### config.mk
export PLATFORM = sky130hd
export DESIGN_NAME = prng_byte_packer_flat
export DESIGN_NICKNAME = d
export VERILOG_FILES = /design/src/rtl/prng_pkg.sv /design/src/rtl/prng_byte_packer_if.sv /design/src/rtl/prng_sync_fifo.sv /design/src/rtl/prng_byte_packer.sv /design/src/flat_wrapper.sv
export SDC_FILE = /design/constraint.sdc
export NUM_CORES = 1
export LEC_CHECK = 0
export CAP_MARGIN = 5
export CELL_PAD_IN_SITES_DETAIL_PLACEMENT = 1
export CELL_PAD_IN_SITES_GLOBAL_PLACEMENT = 1
export CORE_MARGIN = 1
export CORE_UTILIZATION = 41
export DETAILED_ROUTE_END_ITERATION = 10
export PLACE_DENSITY_LB_ADDON = 0.25
export SLEW_MARGIN = 5
export SYNTH_ARGS = -nofsm -noshare
export SYNTH_HDL_FRONTEND = slang
export SYNTH_SLANG_ARGS = --single-unit
### constraint.sdc
create_clock -name clk -period 2.28 [get_ports clk]
set_clock_uncertainty 0.1 [all_clocks]
set_input_delay 0.342 -clock clk [delete_from_list [all_inputs] [get_ports clk]]
set_output_delay 0.342 -clock clk [all_outputs]
set_load 0.02 [all_outputs]
### src/rtl/prng_pkg.sv
// Shared types and constants for the PRNG output path (packer, FIFO, later UART-out).
package prng_pkg;
    localparam int BYTE_W = 8;
    localparam logic [BYTE_W-1:0] DROP_CNT_MAX = 8'hFF;
    typedef logic [BYTE_W-1:0] byte_t;
endpackage

### src/rtl/prng_byte_packer_if.sv
// Byte stream from the packer to the output mux: valid/ready with a combinational head byte.
interface prng_byte_packer_if;
    import prng_pkg::*;

    byte_t byte_out;
    logic  byte_valid;
    logic  byte_ready;

    modport master (output byte_out, output byte_valid, input byte_ready);
    modport slave  (input byte_out, input byte_valid, output byte_ready);
endinterface

### src/rtl/prng_sync_fifo.sv
// Small synchronous FIFO with explicit occupancy counter and first-word-fall-through read.
module prng_sync_fifo
    import prng_pkg::*;
#(
    parameter int DEPTH = 4,
    localparam int LVL_W = $clog2(DEPTH) + 1
) (
    input  logic             clk,
    input  logic             rst,
    input  logic             clr,
    input  logic             push,
    input  logic             pop,
    input  byte_t            din,
    output byte_t            dout,
    output logic [LVL_W-1:0] level,
    output logic             full,
    output logic             empty
);
    localparam int PTR_W = $clog2(DEPTH);

    byte_t            mem [DEPTH];
    logic [PTR_W-1:0] wptr;
    logic [PTR_W-1:0] rptr;

    assign dout  = mem[rptr];
    assign full  = (level == LVL_W'(DEPTH));
    assign empty = (level == '0);

    // Caller guarantees push only when not full or when popping in the same cycle;
    // in that case wptr==rptr and the head being popped is the slot overwritten.
    always_ff @(posedge clk) begin
        if (rst) begin
            wptr  <= '0;
            rptr  <= '0;
            level <= '0;
            for (int i = 0; i < DEPTH; i++) mem[i] <= '0;
        end else if (clr) begin
            wptr  <= '0;
            rptr  <= '0;
            level <= '0;
        end else begin
            if (push) begin
                mem[wptr] <= din;
                wptr      <= wptr + PTR_W'(1);
            end
            if (pop) rptr <= rptr + PTR_W'(1);
            case ({push, pop})
                2'b10:   level <= level + LVL_W'(1);
                2'b01:   level <= level - LVL_W'(1);
                default: level <= level;
            endcase
        end
    end
endmodule

### src/rtl/prng_byte_packer.sv
// Packs the 1-bit PRNG stream LSB-first into bytes, queues them, and counts overflow drops.
module prng_byte_packer
    import prng_pkg::*;
#(
    parameter int DEPTH = 4,
    localparam int LVL_W = $clog2(DEPTH) + 1
) (
    input  logic                       clk,
    input  logic                       rst,
    input  logic                       bit_in,
    input  logic                       bit_valid,
    input  logic                       flush,
    prng_byte_packer_if.master         bus,
    output logic [LVL_W-1:0]           level,
    output logic                       drop_pulse,
    output byte_t                      drop_cnt
);
    // Only the upper 7 bits are ever needed: the 8th bit goes straight into the pushed byte.
    logic [BYTE_W-1:1] sr;
    logic [2:0]        bcnt;
    byte_t             sr_nxt;
    logic              push_req;
    logic              push;
    logic              pop;
    logic              drop;
    logic              full;
    logic              empty;

    assign sr_nxt   = {bit_in, sr};
    assign push_req = bit_valid && (bcnt == 3'd7) && !flush;
    assign pop      = bus.byte_valid && bus.byte_ready && !flush;
    assign push     = push_req && (!full || pop);
    assign drop     = push_req && !push;

    assign bus.byte_valid = !empty;

    prng_sync_fifo #(.DEPTH(DEPTH)) u_fifo (
        .clk   (clk),
        .rst   (rst),
        .clr   (flush),
        .push  (push),
        .pop   (pop),
        .din   (sr_nxt),
        .dout  (bus.byte_out),
        .level (level),
        .full  (full),
        .empty (empty)
    );

    always_ff @(posedge clk) begin
        if (rst) begin
            sr         <= '0;
            bcnt       <= '0;
            drop_pulse <= 1'b0;
            drop_cnt   <= '0;
        end else begin
            drop_pulse <= drop;
            if (drop && drop_cnt != DROP_CNT_MAX) drop_cnt <= drop_cnt + 8'd1;
            if (flush) begin
                sr   <= '0;
                bcnt <= '0;
            end else if (bit_valid) begin
                sr   <= sr_nxt[BYTE_W-1:1];
                bcnt <= bcnt + 3'd1;
            end
        end
    end
endmodule

### src/flat_wrapper.sv
// flat-port wrapper written by rule: the top's interface ports become plain ports
module prng_byte_packer_flat import prng_pkg::*;
#(
    parameter int DEPTH = 4,
    localparam int LVL_W = $clog2(DEPTH) + 1
)
  (clk, rst, bit_in, bit_valid, flush, level, drop_pulse, drop_cnt, bus_byte_out, bus_byte_valid, bus_byte_ready);
  prng_byte_packer_if bus_i ();
  input  logic clk;
  input  logic rst;
  input  logic bit_in;
  input  logic bit_valid;
  input  logic flush;
  output logic [LVL_W-1:0] level;
  output logic drop_pulse;
  output byte_t drop_cnt;
  output wire logic [$bits(bus_i.byte_out)-1:0] bus_byte_out;
  output wire logic [$bits(bus_i.byte_valid)-1:0] bus_byte_valid;
  input wire logic [$bits(bus_i.byte_ready)-1:0] bus_byte_ready;
  assign bus_byte_out = bus_i.byte_out;
  assign bus_byte_valid = bus_i.byte_valid;
  assign bus_i.byte_ready = bus_byte_ready;
  prng_byte_packer #(.DEPTH(DEPTH)) u_core (.clk(clk), .rst(rst), .bit_in(bit_in), .bit_valid(bit_valid), .flush(flush), .bus(bus_i), .level(level), .drop_pulse(drop_pulse), .drop_cnt(drop_cnt));
endmodule
==> impl_metrics.yaml, run 1 <==
routing:
  vias: 1825
  first_iter_violations: 41
  drc: 0
  ant_nets: 0
  wire_per_inst_um: 16.9
  routed_via_density: 5.20
  drtPass1Iterations: 4
  wirelength_mm: 5.94
layout:
  final_cell_area_um2: 3500
  area_growth_pct: 29.1
  drive_gt1_share_pct: 24.5
  nets: 279
  antenna_cells: 0
  nFillCells: 666
  finish.utilization_pct: 55.1
  seqCellArea_um2: 1530
  multiInputGateArea_um2: 1180
synth:
  synth.cell_area_um2: 2710
  avgSynthCellArea_um2: 12.1
  syn-num-nets: 233
  synth-edff-count: 32
  yosys-top-cells-area: "edfxtp_1 35%, dfxtp_1 21%, and2_1 7.4%"
  synth_top_area_share_pct: 35.5
  synth_seq_area_share_pct: 56.2
  synth-async-reset-ratio_pct: 0
  synth-seq-cells: 60
  synth_flop_cell: "edfxtp_1"
  ys_types: 44
  yosys.area.top_type: "edfxtp_1"
  syn_inst: 223
  yosysWarningCount: 0
placed_design:
  placed_cell_area_um2: 3170
  place.gp.congestion: 0.750
  io_buffers: 26
  hpwl_mm: 4.03
timing:
  hold_viol_final: 0
  timing.fmax_ghz: 0.458
  min_period_ns: 2.18
  worst_slew_pin_slew_ns: 0.667
  drv_slew: 0
  period_share_pct: 95.7
  finalSetupViolCount: 0
  slew_headroom_pct: 54.9
power:
  power_mw: 2.40
  powerDensity_nw_per_um2: 688
  peakVddDrop_mv: 0.436
  p_leak_nw: 1.33
setup_path:
  criticalPathCategory: "reg2reg"
  required_ns: 2.41
  crit_fanout: 5
  startpoint_type: "register"
  crit_arrival_ns: 2.31
  cp-end-kind: "register"
min_path:
  min_path_type: "reg2reg"
floorplanning:
  fp.dieH_um: 83.3
  fp.dieW_um: 83.3
  rows: 29
  io_pins: 27
  initial_utilization_pct: 42.6
  coreArea_um2: 6350
  dieArea_um2: 6930
flow_run:
  cap_violations: 0
clocking:
  clk_path_buf_depth: 2
  cts_sinks: 60
  tritoncts: "done"
  insertion_delay_ns: 0.34
  h-tree-depth: 3
  root_buffer: "clkbuf_8"
  cts_buffers: 9
  cts.hold.buffers_added: 0
  clk_pin_slew_ns: 0.07
global_routing:
  met3_usage_pct: 6.86
  met1_usage_pct: 21.1
  grt_pass1_wl_mm: 9.78
  grt_pass1_vias: 1945
  grt_max_degree: 17
  use_met2_pct: 32.9
  grtUsageTotal_pct: 19.0
  busiest_layer: "met2"
  antenna_found_initial: 0
  overflow: 0
outcome:
  outcome: "complete, no violations"
==> worst paths after layout <==
check / depth (start not counted) / endpoint / from / slack (ns)
hold reg to reg: 2 / u_core.drop_cnt[6] / u_core.drop_cnt[6] / 0.43
setup reg to reg: 9 / u_core.u_fifo.level[2] / u_core.bcnt[0] / 0.1
hold / removal: 2 / u_core.drop_cnt[6] / u_core.drop_cnt[6] / 0.43
setup / recovery: 9 / u_core.u_fifo.level[2] / u_core.bcnt[0] / 0.1
==> synthesized netlist by cell type, types with 3 or more instances <==
master    instances
a21oi_1           8
and2_1           32
and3b_1           4
buf_1             3
clkbuf_1          8
dfxtp_1          28
edfxtp_1         32
ha_1              3
inv_1             4
mux2i_1          10
mux4_2            8
nand2_1           4
nand3_1           5
nor2_1           20
nor3_1            3
nor4_1            3
o21ai_0           5
or2_2             3
or3_1             4
xnor2_1           4
xor2_1            3
==> state kept, by name, summed over array words and instances (netlist names), named ones only <==
signal and cells:
u_core.bcnt 3, u_core.drop_cnt 8, u_core.drop_pulse 1, u_core.sr 7, u_core.u_fifo.level 3, u_core.u_fifo.mem 32, u_core.u_fifo.rptr 2, u_core.u_fifo.wptr 2
==> final cells by class <==
type,instances,area share (%)
Clock buffer,9,3.54
Clock inverter,7,3.29
Inverter,4,0.429
Multi-Input combinational cell,145,33.7
Sequential cell,60,43.7
Tap cell,77,2.76
Timing Repair Buffer,49,12.6
==> power breakdown <==
group | switching (mW) | total, mW | internal (mW)
registers | 0.00796 | 1.17 | 1.16
logic | 0.0502 | 0.0875 | 0.0373
clock network | 0.429 | 1.15 | 0.722
total | 0.487 | 2.40 | 1.92
==> what timing repair did <==
item,4_1_cts,5_1_grt
setup buffers,0,2
gates resized for setup,14,9
pin swaps,0,1
setup endpoints to repair,49,5
==> worst max-delay path, stage by stage, from the launching register on <==
cell and delay, ns:
dfxtp_1 0.33, ha_2 0.21, ha_4 0.18, nand2_4 0.08, buf_6 0.11, nand2_1 0.06
fa_2 0.34, or3_4 0.40, a31oi_4 0.19, a21oi_2 0.07
==> logic make-up after synthesis <==
kind of cell	Yosys count	synth area share (%)
AOI/OAI and AO/OA	23	5.31
and+or+nand+nor	91	19.8
buffers and inverters	18	3.10
xor gates and xnor gates	7	2.26
adders and majority gates	4	2.13
muxes	20	11.2
DFF	60	56.2
==> per-layer routing <==
metal | routed length [um] | vias up
li1 | - | 900
met1 | 2550 | 889
met2 | 3130 | 31
met3 | 193 | 5
met4 | 62 | 0
met5 | 0 | -
==> cells in the final DEF (no fill, tap or decap), types with 3 or more instances in the layout <==
cell | Yosys | final
xor2_1 | 3 | 3
xnor2_1 | 4 | 4
dfxtp_1 | 28 | 24
bufinv_16 | 0 | 3
buf_4 | 0 | 21
and2_1 | 32 | 32
nor2_1 | 20 | 20
mux4_2 | 8 | 8
nor3_1 | 3 | 3
nand2_1 | 4 | 3
mux2i_1 | 10 | 10
or2_2 | 3 | 3
dlygate4sd2_1 | 0 | 8
o21ai_0 | 5 | 5
nand3_1 | 5 | 5
clkdlybuf4s50_1 | 0 | 17
inv_1 | 4 | 4
and3b_1 | 4 | 4
clkbuf_8 | 0 | 9
a21oi_1 | 8 | 7
edfxtp_1 | 32 | 32
dfxtp_2 | 0 | 4
or3_1 | 4 | 3
==> stage by stage <==
| stage | std cells | setup TNS (ns) | hold WS, ns | setup slack [ns] |
|---|---|---|---|---|
| final | 351 | 0 | 0.429 | 0.0984 |
| after global routing | 351 | -0.0146 | 0.469 | -0.0117 |
| after CTS | 349 | -0.0161 | 0.418 | -0.0161 |
| after detailed placement | 333 | -13.03 | 0.400 | -0.423 |
| after global placement | 333 | -6.86 | 0.379 | -0.252 |
| after floorplan | 223 | -0.0461 | 0.318 | -0.0461 |
(Power assumes the default switching activity.)
==> run 2, diff against run 1 <==
Settings changed: MAX_ROUTING_LAYER set to met4.
==> run 2 against run 1 <==
  * Routed wire length down 0.19%
  * Register-to-register slack about the same
  * Via count down 0.77%
  * Maximum frequency about the same
  * Cell count unchanged
  * Sequential power about the same
  * Non-clock buffer count unchanged
  * Setup slack better by 0.0014 ns
  * First-iteration DRC count up 4.9%
  * Global-route usage up 0.57 points
  * Critical path depth unchanged
  * Sequential share of layout area unchanged
  * Largest cell class unchanged
  * Largest power group unchanged
==> impl_metrics.yaml, run 2 (synthesized netlist as in run 1, its figures left out) <==
floorplanning:
  dieArea_um2: 6930
  coreArea_um2: 6350
  io_pins: 27
  fp.dieH_um: 83.3
  initial_utilization_pct: 42.6
  rows: 29
  fp.dieW_um: 83.3
clocking:
  root_buffer: "clkbuf_8"
  clk_path_buf_depth: 2
  clk_pin_slew_ns: 0.07
  cts_buffers: 9
  insertion_delay_ns: 0.34
  h-tree-depth: 3
  cts_sinks: 60
  tritoncts: "done"
layout:
  top_register: "u_core.u_fifo.mem"
  nets: 279
  area_growth_pct: 29.1
  largest_reg_flops: 32
  mostFrequentLayoutCells: "32 x and2_1, 32 x edfxtp_1, 24 x dfxtp_1"
  drive_gt1_share_pct: 24.5
  largestRegisters: "u_core.u_fifo.mem (32), u_core.drop_cnt (8), u_core.sr (7)"
  fin_cells: 351
  antenna_cells: 0
  finish.utilization_pct: 55.1
setup_path:
  crit_fanout: 5
  path_delay_family: "adder cells"
  cpPeakStageDelay_ns: 0.40
  startpoint_type: "register"
  slowest_stage: "or3_4"
  reg2reg_from: "u_core.bcnt[0]"
  cp-end-kind: "register"
  crit_arrival_ns: 2.31
  critPathBufInv: 1
  setup.worst_path.start: "u_core.bcnt[0]"
  criticalPathCategory: "reg2reg"
  path_cells: "ha_2, ha_4, nand2_4, buf_6, nand2_1, fa_2, or3_4, a31oi_4, a21oi_2"
  required_ns: 2.41
global_routing:
  grt_max_degree: 17
  grt_pass1_wl_mm: 9.80
  overflow: 0
  grtUsageTotal_pct: 19.5
  grt_pass1_vias: 1944
  antenna_found_initial: 0
timing:
  drv_slew: 0
  min_period_ns: 2.18
  setup_slack_ns: 0.0998
  hold_viol_final: 0
  timing.fmax_ghz: 0.459
  finalSetupViolCount: 0
  worst_slew_pin_slew_ns: 0.652
  slew_headroom_pct: 55.9
  period_share_pct: 95.6
power:
  peakVddDrop_mv: 0.436
  powerDensity_nw_per_um2: 687
  p_leak_nw: 1.33
  power_mw: 2.40
routing:
  ant_nets: 0
  routed_via_density: 5.16
  drc: 0
  first_iter_violations: 43
  vias: 1811
  drtPass1Iterations: 4
  wire_per_inst_um: 16.9
  wirelength_mm: 5.93
placed_design:
  io_buffers: 26
  dpl.cell_count: 333
  place.gp.congestion: 0.760
  hpwl_mm: 4.03
  pre_cts_ws_ns: -0.423
min_path:
  min_from: "u_core.drop_cnt[6]"
  min_path_type: "reg2reg"
outcome:
  outcome: "complete, no violations"
flow_run:
  cap_violations: 0
-- run 2: area by class of cell --
cell class / count / area (um2)
Clock inverter: 7 / 115
Timing Repair Buffer: 49 / 442
Fill cell: 666 / 2850
Sequential cell: 60 / 1530
Clock buffer: 9 / 124
Multi-Input combinational cell: 145 / 1180
Tap cell: 77 / 96.3
Inverter: 4 / 15.0
-- run 2: path summary, 6_finish.rpt --
check                           endpoint  slack (ns)  cells past startpoint
setup / recovery  u_core.u_fifo.level[2]         0.1                      9
setup reg to reg  u_core.u_fifo.level[2]         0.1                      9
hold reg to reg       u_core.drop_cnt[6]        0.43                      2
hold / removal        u_core.drop_cnt[6]        0.43                      2
-- run 2: stage by stage --
stage	cell area [um2]	hold slack (ns)	setup TNS, ns
3_5_place_dp	3170	0.400	-13.03
5_1_grt	3500	0.469	-0.0146
3_3_place_gp	3170	0.379	-6.86
2_1_floorplan	2720	0.318	-0.0461
6_report	3500	0.429	0
4_1_cts	3430	0.418	-0.0161
-- run 2: power by group --
group | internal (mW) | total, mW | leakage [nW] | switching (mW)
combinational | 0.0373 | 0.0871 | 0.659 | 0.0498
clock | 0.721 | 1.15 | 0.117 | 0.428
sequential | 1.16 | 1.17 | 0.550 | 0.00793
-- run 2: tightest hold or removal path: cells and delay by family, from the launching register on --
family | cells | cell delay (ns)
AO/OA/AOI/OAI | 1 | 0.06
flip-flops | 1 | 0.34
buffers and inverters | 1 | 0.08
-- run 2: timing repair --
| item | CTS | global route |
|---|---|---|
| setup buffers | 0 | 2 |
| setup endpoints to repair | 49 | 5 |
| pin swaps | 0 | 1 |
| gates resized for setup | 14 | 9 |
| hold buffers | 0 | 0 |
-- run 2: per-layer routing --
layer  up-vias  share of wire, %  global-route usage [%]
met5         -                 0                       -
met3         5               3.3                    6.76
met1       876                43                    21.2
li1        899                 -                       -
met4         0               1.1                    7.37
met2        31                53                    33.0
==> run 3, diff against run 2 <==
Settings changed: HOLD_SLACK_MARGIN set to 0.02, PLACE_DENSITY set to 0.83, PLACE_DENSITY_LB_ADDON 0.25 to unset.
==> run 3 against run 2 <==
  * Setup slack worse by 0.018 ns
  * Count of clock-buffer cells in the layout unchanged
  * Sequential share of layout area up 0.61 points
  * Cell area down 1.3%
  * First-iteration DRC count up 79%
  * Routed wire length up 6.9%
  * Total power up 1.3%
  * Critical path depth down 2
  * Die area unchanged
  * Register-to-register slack worse by 0.02 ns
  * Clock power about the same
  * Sequential cell count unchanged
  * Highest routed layer unchanged
==> impl_metrics.yaml, run 3 (synthesized netlist as in run 1, its figures left out) <==
clocking:
  clk_pin_slew_ns: 0.07
  cts.hold.buffers_added: 0
  insertion_delay_ns: 0.34
  tritoncts: "done"
  cts_sinks: 60
  clk_path_buf_depth: 2
  root_buffer: "clkbuf_8"
  cts_buffers: 9
  h-tree-depth: 3
setup_path:
  cpPeakStageDelay_ns: 0.42
  path_cells: "ha_2, ha_4, nand2_2, buf_4, a2111o_1, nor4_2, mux2_1"
  startpoint_type: "register"
  path_delay_family: "compound AO/OA/AOI/OAI gates"
  slowest_stage: "a2111o_1"
  crit_fanout: 5
  required_ns: 2.40
  reg2reg_from: "u_core.bcnt[0]"
  critPathBufInv: 1
  cp_num_cells: 7
  crit_arrival_ns: 2.32
  rr_worst_depth: 7
  crit_path_end: "u_core.drop_cnt[7]"
  worstReg2RegEnd: "u_core.drop_cnt[7]"
  setup.worst_path.start: "u_core.bcnt[0]"
  cp-end-kind: "register"
  criticalPathCategory: "reg2reg"
  r2r_setup_slack_ns: 0.08
timing:
  worst_slew_pin_slew_ns: 0.529
  min_period_ns: 2.20
  hold_viol_final: 0
  finalSetupViolCount: 0
  drv_slew: 0
  period_share_pct: 96.4
  slew_headroom_pct: 64.7
  rsz0062_at_grt: "no"
  hold_ws_ns: 0.408
  tns_ns: 0
  timing.fmax_ghz: 0.455
flow_run:
  cap_violations: 0
placed_design:
  io_buffers: 26
  place.gp.congestion: 0.774
  hpwl_mm: 4.28
min_path:
  min_from: "u_core.bcnt[1]"
  min_path_type: "reg2reg"
global_routing:
  overflow: 0
  grt_max_degree: 16
  grt_pass1_wl_mm: 10.1
  grt_pass1_vias: 2010
  grtUsageTotal_pct: 19.8
  antenna_found_initial: 0
layout:
  mostFrequentLayoutCells: "32 x and2_1, 32 x edfxtp_1, 23 x dfxtp_1"
  largest_reg_flops: 32
  area_growth_pct: 27.4
  largestRegisters: "u_core.u_fifo.mem (32), u_core.drop_cnt (8), u_core.sr (7)"
  nets: 278
  finish.utilization_pct: 54.3
  drive_gt1_share_pct: 24.2
  antenna_cells: 0
  top_register: "u_core.u_fifo.mem"
routing:
  routed_via_density: 5.40
  wirelength_mm: 6.34
  drc: 0
  drtPass1Iterations: 4
  vias: 1891
  first_iter_violations: 77
  ant_nets: 0
  wire_per_inst_um: 18.1
power:
  power_mw: 2.44
  p_leak_nw: 1.31
  peakVddDrop_mv: 0.458
  powerDensity_nw_per_um2: 706
floorplanning:
  fp.dieH_um: 83.3
  fp.dieW_um: 83.3
  dieArea_um2: 6930
  initial_utilization_pct: 42.6
  rows: 29
  coreArea_um2: 6350
  io_pins: 27
outcome:
  outcome: "complete, no violations"
==> run 3: changes by cell type in the layout (fill, tap and decap cells not counted), sizes merged <==
cell,previous run,this run
clkinvlp,1,2
buf,23,22
inv,4,5
clkinv,3,1
==> run 3: power breakdown <==
part / total, mW / internal (mW) / leakage [nW] / switching [mW]
registers: 1.17 / 1.16 / 0.551 / 0.00932
clock network: 1.18 / 0.731 / 0.116 / 0.450
logic: 0.0869 / 0.0381 / 0.642 / 0.0488
==> run 3: worst reg2reg max path, delay by kind of cell (launching register included) <==
| kind | cells | cell delay (ns) |
|---|---|---|
| compound gates | 1 | 0.42 |
| simple gates | 2 | 0.36 |
| mux | 1 | 0.35 |
| flops | 1 | 0.34 |
| fa+ha+maj | 2 | 0.34 |
| buf+inv | 1 | 0.17 |
==> run 3: cell type report <==
cell class / count / area, um2
inverters: 4 / 15.0
well taps: 77 / 96.3
clock inverters: 7 / 123
repair buffers: 48 / 422
flip-flops and latches: 60 / 1530
multi-input cells: 145 / 1140
fillers: 680 / 2900
clock buffers: 9 / 124
==> run 3: what timing repair did <==
item | 4_1_cts | 5_1_grt
resized for setup | 13 | 8
pin swaps | 1 | 2
endpoints found under the hold margin | 0 | 0
setup endpoints to repair | 40 | 23
setup buffers | 0 | 0
==> run 3: worst min-delay path by stage <==
stage	to	slack [ns]	depth (start not counted)
after detailed placement	u_core.bcnt[1]	0.41	2
after CTS	u_core.bcnt[1]	0.42	2
final	u_core.bcnt[1]	0.41	2
after global placement	u_core.bcnt[2]	0.38	2
after floorplan	u_core.drop_pulse	0.32	1
after global routing	u_core.bcnt[1]	0.45	2
==> run 3: per-stage QoR <==
stage               setup slack, ns  cell area, um2  instances
floorplan                   -0.0461            2720        223
global placement             -0.167            3170        334
detailed placement           -0.323            3170        334
CTS                         0.00209            3420        350
global route                0.00938            3450        350
finish                       0.0816            3450        350
==> run 3: per-layer routing <==
| metal | up-vias | global-route usage [%] | routed length (um) |
|---|---|---|---|
| li1 | 900 | - | - |
| met1 | 950 | 21.8 | 2600 |
| met2 | 34 | 34.9 | 3480 |
| met3 | 7 | 4.17 | 188 |
| met4 | 0 | 7.99 | 72 |
| met5 | - | - | 0 |
==> RTL edit 1: new RTL, flow settings as in run 3 <==
`DEPTH` is set to 4 in 3 places; all go to 8.
--- a/src/rtl/prng_sync_fifo.sv
+++ b/src/rtl/prng_sync_fifo.sv
@@ -2,7 +2,7 @@
 module prng_sync_fifo
     import prng_pkg::*;
 #(
-    parameter int DEPTH = 4,
+    parameter int DEPTH = 8,
     localparam int LVL_W = $clog2(DEPTH) + 1
 ) (
     input  logic             clk,
--- a/src/rtl/prng_byte_packer.sv
+++ b/src/rtl/prng_byte_packer.sv
@@ -2,7 +2,7 @@
 module prng_byte_packer
     import prng_pkg::*;
 #(
-    parameter int DEPTH = 4,
+    parameter int DEPTH = 8,
     localparam int LVL_W = $clog2(DEPTH) + 1
 ) (
     input  logic                       clk,
--- a/src/flat_wrapper.sv
+++ b/src/flat_wrapper.sv
@@ -1,7 +1,7 @@
 // flat-port wrapper written by rule: the top's interface ports become plain ports
 module prng_byte_packer_flat import prng_pkg::*;
 #(
-    parameter int DEPTH = 4,
+    parameter int DEPTH = 8,
     localparam int LVL_W = $clog2(DEPTH) + 1
 )
   (clk, rst, bit_in, bit_valid, flush, level, drop_pulse, drop_cnt, bus_byte_out, bus_byte_valid, bus_byte_ready);
Interface: changed (resized level); port bits go from 27 to 28. The function was not compared with the original's and may differ.
==> RTL edit 1 against run 3 <==
- the run now ends with negative setup slack left
- synthesized cell count up 52%
- sequential cell count grew 36
- final area grew 63%
- cell count up 55%
- count of clock-buffer cells in the layout grew 1
- via count is 53% higher
- highest routed layer unchanged
- utilization down 0.83 points
- total power increased by 33%
- first-iteration DRC count decreased by 3.9%
- setup slack got worse by 0.11 ns
- area after synthesis rose by 67%
- routed wire length is 73% higher
- largest power group is now registers
==> RTL edit 1: results (changes against run 3) <==
[clock_tree]
clkSlewWorstSetupHoldPaths_ns=0.10  ; was 0.07 ns
clk_latency_ns=0.37  ; was 0.34 ns

[pwr]
ir_drop_mv=0.2515  ; was 0.4578 mV
p_leak_nw=1.989  ; was 1.308 nW

[synthesis]
synth_top_area_share_pct=42.54  ; was 35.49%
synth_edf_count=64  ; was 32
synth_area_leaders=edfxtp_1 (43%), dfxtp_1 (14%), and2_1 (9.0%), mux4_2 (8.0%), mux2i_1 (2.4%)  ; was edfxtp_1 (35%), dfxtp_1 (21%), and2_1 (7.4%), mux4_2 (6.7%), mux2i_1 (3.7%)
synth_seq_area_share_pct=56.72  ; was 56.19%
synth_commonest_cells=and2_1 (65), edfxtp_1 (64), dfxtp_1 (32)  ; was and2_1 (32), edfxtp_1 (32), dfxtp_1 (28)
syn-num-nets=352  ; was 233
synth.distinct_cells=56  ; was 44

[min_path]
min_path_type=flop to flop  ; unchanged
holdPathStages=2  ; unchanged

[global_routing]
grt_pass1_vias=3331  ; was 2010
grt_first_pass_wirelength_um=17860  ; was 10100 um
grt_usage_pct=22.08  ; was 19.83%
grt_max_degree=22  ; was 16

[route]
vias=2902  ; was 1891
wl_per_cell_um=20.24  ; was 18.11 um
drtIter0Drc=74  ; was 77

[status]
violations=negative setup slack
status=finished with violations  ; was finished clean

[layout]
drive_gt1_share_pct=29.24  ; was 24.18%
top_regs=u_core.u_fifo.mem: 64 flops, u_core.drop_cnt: 8 flops, u_core.sr: 7 flops  ; was u_core.u_fifo.mem: 32 flops, u_core.drop_cnt: 8 flops, u_core.sr: 7 flops
n_antenna_cell=0  ; unchanged
finalNetCount=416  ; was 278

[placed_design]
portBuffers=27  ; was 26
globalplace.congestion=0.7947  ; was 0.7737
dp_slack_ns=-0.1275  ; was -0.3225 ns
dpl-instance-area_sq_mm=0.005355  ; was 0.003169 sq mm
place_hpwl_um=7900  ; was 4276 um

[worst_setup_path]
r2r_cells=9  ; was 7
critical_path.max_fanout=4  ; was 5
arrival_ns=2.44  ; was 2.32 ns

[sta]
worst_slack_ns=-0.02709  ; was 0.08156 ns
setup_violations=3  ; was 0
relSlewSlack_pct=63.68  ; was 64.74%

==> RTL edit 1: changes by cell type after synthesis, sizes merged, moves of 5 or more <==
cell,delta
mux2,+7
edfxtp,+32
nand2,+5
nor3,+7
and2,+33
mux4,+8
or2,+6
==> RTL edit 1: per-stage QoR <==
stage / hold WS [ns] / TNS, ns / cells / power, mW / util (%)
after global routing: 0.4635 / -0.6015 / 543 / 3.348 / 53.52
after detailed placement: 0.4102 / -9.311 / 525 / 2.129 / 50.96
after global placement: 0.3779 / -2.454 / 525 / 2.113 / 50.96
after CTS: 0.4251 / -0.7085 / 543 / 3.276 / 53.45
final: 0.4250 / -0.07000 / 543 / 3.235 / 53.52
after floorplan: 0.3647 / -0.1811 / 338 / 2.026 / -
==> RTL edit 1: layer usage <==
layer  track usage (%)  part of all wire [%]  vias to the layer above
met3             2.371                   2.3                       17
met5                 -                     0                        -
met2             41.11                    57                       56
met1             23.86                    39                     1457
met4             9.002                   2.3                        0
li1                  -                     -                     1372
==> RTL edit 1: power by group <==
part           internal, mW  total [mW]  switching (mW)
Sequential             1.90        1.92          0.0232
Combinational        0.0848       0.164          0.0795
Clock                 0.525        1.15           0.621
==> RTL edit 1: layout make-up <==
type                       instances  area, sq um
multi-input combinational        227         1968
clock buffer                      10        127.6
timing repair buffer              64        694.4
fill                            1035         4885
sequential                        96         2574
tap                              136        170.2
clock inverter                     6        75.07
inverter                           4        15.01
==> RTL edit 1: worst max-delay path, stage by stage, from the launching register on <==
cell	delay [ns]
dfxtp_2	0.34
or4_4	0.53
and3b_2	0.23
nand2_2	0.08
inv_2	0.06
ha_4	0.29
nand3_2	0.09
a211oi_2	0.25
nand3b_1	0.13
a31oi_1	0.08
==> RTL edit 1: logic make-up after synthesis <==
logic type	after synthesis	share of synthesized area [%]
AO/OA/AOI/OAI	29	5.040
XOR/XNOR	7	1.357
adder cells (fa/ha/maj)	8	2.382
buffers and inverters	15	1.468
flip-flops	96	56.72
multiplexers	37	13.24
AND/OR/NAND/NOR	146	19.80
==> RTL edit 1: final timing paths <==
path	start	to	slack, ns
worst max-delay path	u_core.u_fifo.level[3]	u_core.u_fifo.level[3]	-0.03
worst min-delay path	u_core.drop_cnt[5]	u_core.drop_cnt[5]	0.42
worst max register to register	u_core.u_fifo.level[3]	u_core.u_fifo.level[3]	-0.03
worst min register to register	u_core.drop_cnt[5]	u_core.drop_cnt[5]	0.42
==> RTL edit 1: timing repair <==
item                                    4_1_cts  5_1_grt
gates cloned                                  1        0
setup buffers                                 1        1
endpoints found under the setup margin       10       10
pin swaps                                     0        1
gates resized for setup                      51        9
hold buffers                                  0        0
==> RTL edit 2: new RTL, flow settings as in run 3 <==
Made on the original files. Reset style: asynchronous (`rst`), changed in 2 clocked blocks.
--- a/src/rtl/prng_sync_fifo.sv
+++ b/src/rtl/prng_sync_fifo.sv
@@ -28,7 +28,7 @@
 
     // Caller guarantees push only when not full or when popping in the same cycle;
     // in that case wptr==rptr and the head being popped is the slot overwritten.
-    always_ff @(posedge clk) begin
+    always_ff @(posedge clk or posedge rst) begin
         if (rst) begin
             wptr  <= '0;
             rptr  <= '0;
--- a/src/rtl/prng_byte_packer.sv
+++ b/src/rtl/prng_byte_packer.sv
@@ -47,7 +47,7 @@
         .empty (empty)
     );
 
-    always_ff @(posedge clk) begin
+    always_ff @(posedge clk or posedge rst) begin
         if (rst) begin
             sr         <= '0;
             bcnt       <= '0;
Formal check against the unedited RTL: differs if rst is asserted again (counterexample within 10 cycles, from zero or initial values and one cycle with rst high); with rst held inactive, the same outputs for 10 cycles.
==> RTL edit 2 against run 3 <==
- sequential cell count down 2
- final area is 2.4% lower
- area after synthesis is 0.97% higher
- sequential share of layout area down 1.2 points
- sequential power decreased by 11%
- routed wire length is 5.5% lower
- setup slack better by 0.028 ns
- total power shrank 20%
==> RTL edit 2: results (changes against run 3) <==
[route]
viasPerCell=5.402  ; was 5.403
wl_per_cell_um=17.99  ; was 18.11 um
wl_met1_um=2598  ; was 2600 um
drtIter0Drc=56  ; was 77
dr_wl_met2_um=3117  ; was 3475 um
top_layer_used=met4  ; unchanged
totalWireLength_um=5990  ; was 6337 um
routed-wl-met3_um=221  ; was 188 um

[synthesis]
synth_area_leaders=dfrtp_1 (53%), mux2_2 (12%), mux4_2 (6.6%), mux2i_1 (4.0%), ha_1 (3.2%)  ; was edfxtp_1 (35%), dfxtp_1 (21%), and2_1 (7.4%), mux4_2 (6.7%), mux2i_1 (3.7%)
synth_flop_cell=dfrtp_1  ; was edfxtp_1
synth_commonest_cells=dfrtp_1 (58), mux2_2 (30), nor2_1 (16)  ; was and2_1 (32), edfxtp_1 (32), dfxtp_1 (28)
syn_inst=205  ; was 223
async_reset_ff_share_pct=100.0  ; was 0%
synth.distinct_cells=37  ; was 44
syn-num-nets=219  ; was 233
synth_seq_area_share_pct=53.09  ; was 56.19%

[worst_setup_path]
arrival_ns=1.73  ; was 2.32 ns
critical_path.max_fanout=6  ; was 5
r2r_cells=7  ; unchanged
critical_path.startpoint=u_core.u_fifo.rptr[0]  ; was u_core.bcnt[0]
slowest_stage=mux4_2  ; was a2111o_1
worst-r2r-setup-slack_ns=0.18  ; was 0.08 ns
rr_endpoint=u_core.drop_cnt[7]  ; unchanged
endpoint=bus_byte_out[4]  ; was u_core.drop_cnt[7]
max_stage_delay_ns=0.52  ; was 0.42 ns
r2r-start=u_core.bcnt[0]  ; unchanged

[layout]
n_antenna_cell=0  ; unchanged
top_regs=u_core.u_fifo.mem: 32 flops, u_core.drop_cnt: 8 flops, u_core.sr: 7 flops  ; unchanged
finalNetCount=265  ; was 278
drive_gt1_share_pct=31.25  ; was 24.18%

[status]
status=finished clean  ; unchanged

[placed_design]
dp_slack_ns=-0.05784  ; was -0.3225 ns
place_hpwl_um=3937  ; was 4276 um
placed_cells=317  ; was 334
globalplace.congestion=0.8116  ; was 0.7737

[min_path]
min_path_type=primary input to asynchronous set/reset pin  ; was flop to flop

[global_routing]
grt_max_degree=59  ; was 16
grt_usage_pct=19.62  ; was 19.83%
antenna_found_initial=0  ; unchanged
grt_first_pass_wirelength_um=10330  ; was 10100 um
grt_pass1_vias=2014  ; was 2010

[sta]
worstMarginPinSlew_ns=0.3906  ; was 0.5286 ns
period_minus_slack_ns=2.170  ; was 2.198 ns

[pwr]
ir_drop_mv=0.3197  ; was 0.4578 mV
p_leak_nw=1.671  ; was 1.308 nW

## RTL edit 2: worst min path at each step
stage	end	start
6_report	u_core.drop_pulse	rst
5_1_grt	u_core.u_fifo.rptr[1]	rst
4_1_cts	u_core.drop_cnt[5]	rst
3_5_place_dp	u_core.u_fifo.mem[28]	u_core.u_fifo.mem[28]
3_3_place_gp	u_core.u_fifo.mem[3]	u_core.u_fifo.mem[3]
2_1_floorplan	u_core.u_fifo.mem[3]	u_core.u_fifo.mem[3]
## RTL edit 2: worst max-delay path, delay by kind of cell (launching register included)
| kind | cells | cell delay (ns) |
|---|---|---|
| buffers and inverters | 2 | 0.53 |
| multiplexers | 1 | 0.52 |
| flip-flops | 1 | 0.35 |
## RTL edit 2: logic make-up after synthesis
kind of cell | synth area share, %
buffers and inverters | 2.105
muxes | 24.21
and+or+nand+nor | 9.931
DFF | 53.09
AOI/OAI and AO/OA | 2.883
adders and majority gates | 3.936
xor gates and xnor gates | 3.845
## RTL edit 2: power by group
part           switching (mW)  total (mW)  internal, mW
clock                   0.413       0.831         0.418
sequential            0.00653        1.04          1.03
combinational          0.0458      0.0752        0.0294
total                   0.465        1.95          1.48
## RTL edit 2: cell type report
| cell class | instances | area, sq um |
|---|---|---|
| clock buffer | 11 | 141.4 |
| clock inverter | 5 | 30.03 |
| fill | 647 | 3018 |
| inverter | 4 | 15.01 |
| multi-input combinational | 134 | 1237 |
| sequential | 58 | 1451 |
| tap | 77 | 96.34 |
| timing repair buffer | 44 | 396.6 |
## RTL edit 2: what timing repair did
item / in CTS / in global routing
hold endpoints to repair: 0 / 0
resized for setup: 9 / 3
setup endpoints to repair: 9 / 1
hold buffers: 0 / 0
## RTL edit 2: metal layers
metal | GRT usage (%) | up-vias
met3 | 5.737 | 8
met5 | - | -
met2 | 32.30 | 36
li1 | - | 829
met1 | 24.10 | 926
met4 | 4.314 | 0
## RTL edit 2: through the flow
step | util (%) | total power, mW | area, sq um | TNS [ns] | hold WS, ns
6_report | 52.74 | 1.947 | 3368 | 0 | 0.2870
5_1_grt | 52.74 | 2.025 | 3368 | 0 | 0.3208
4_1_cts | 52.55 | 1.970 | 3356 | 0 | 0.2976
3_5_place_dp | 50.04 | 1.137 | 3196 | -0.3711 | 0.3845
3_3_place_gp | 50.04 | 1.133 | 3196 | 0 | 0.3727
2_1_floorplan | - | 1.104 | 2734 | 0 | 0.3589
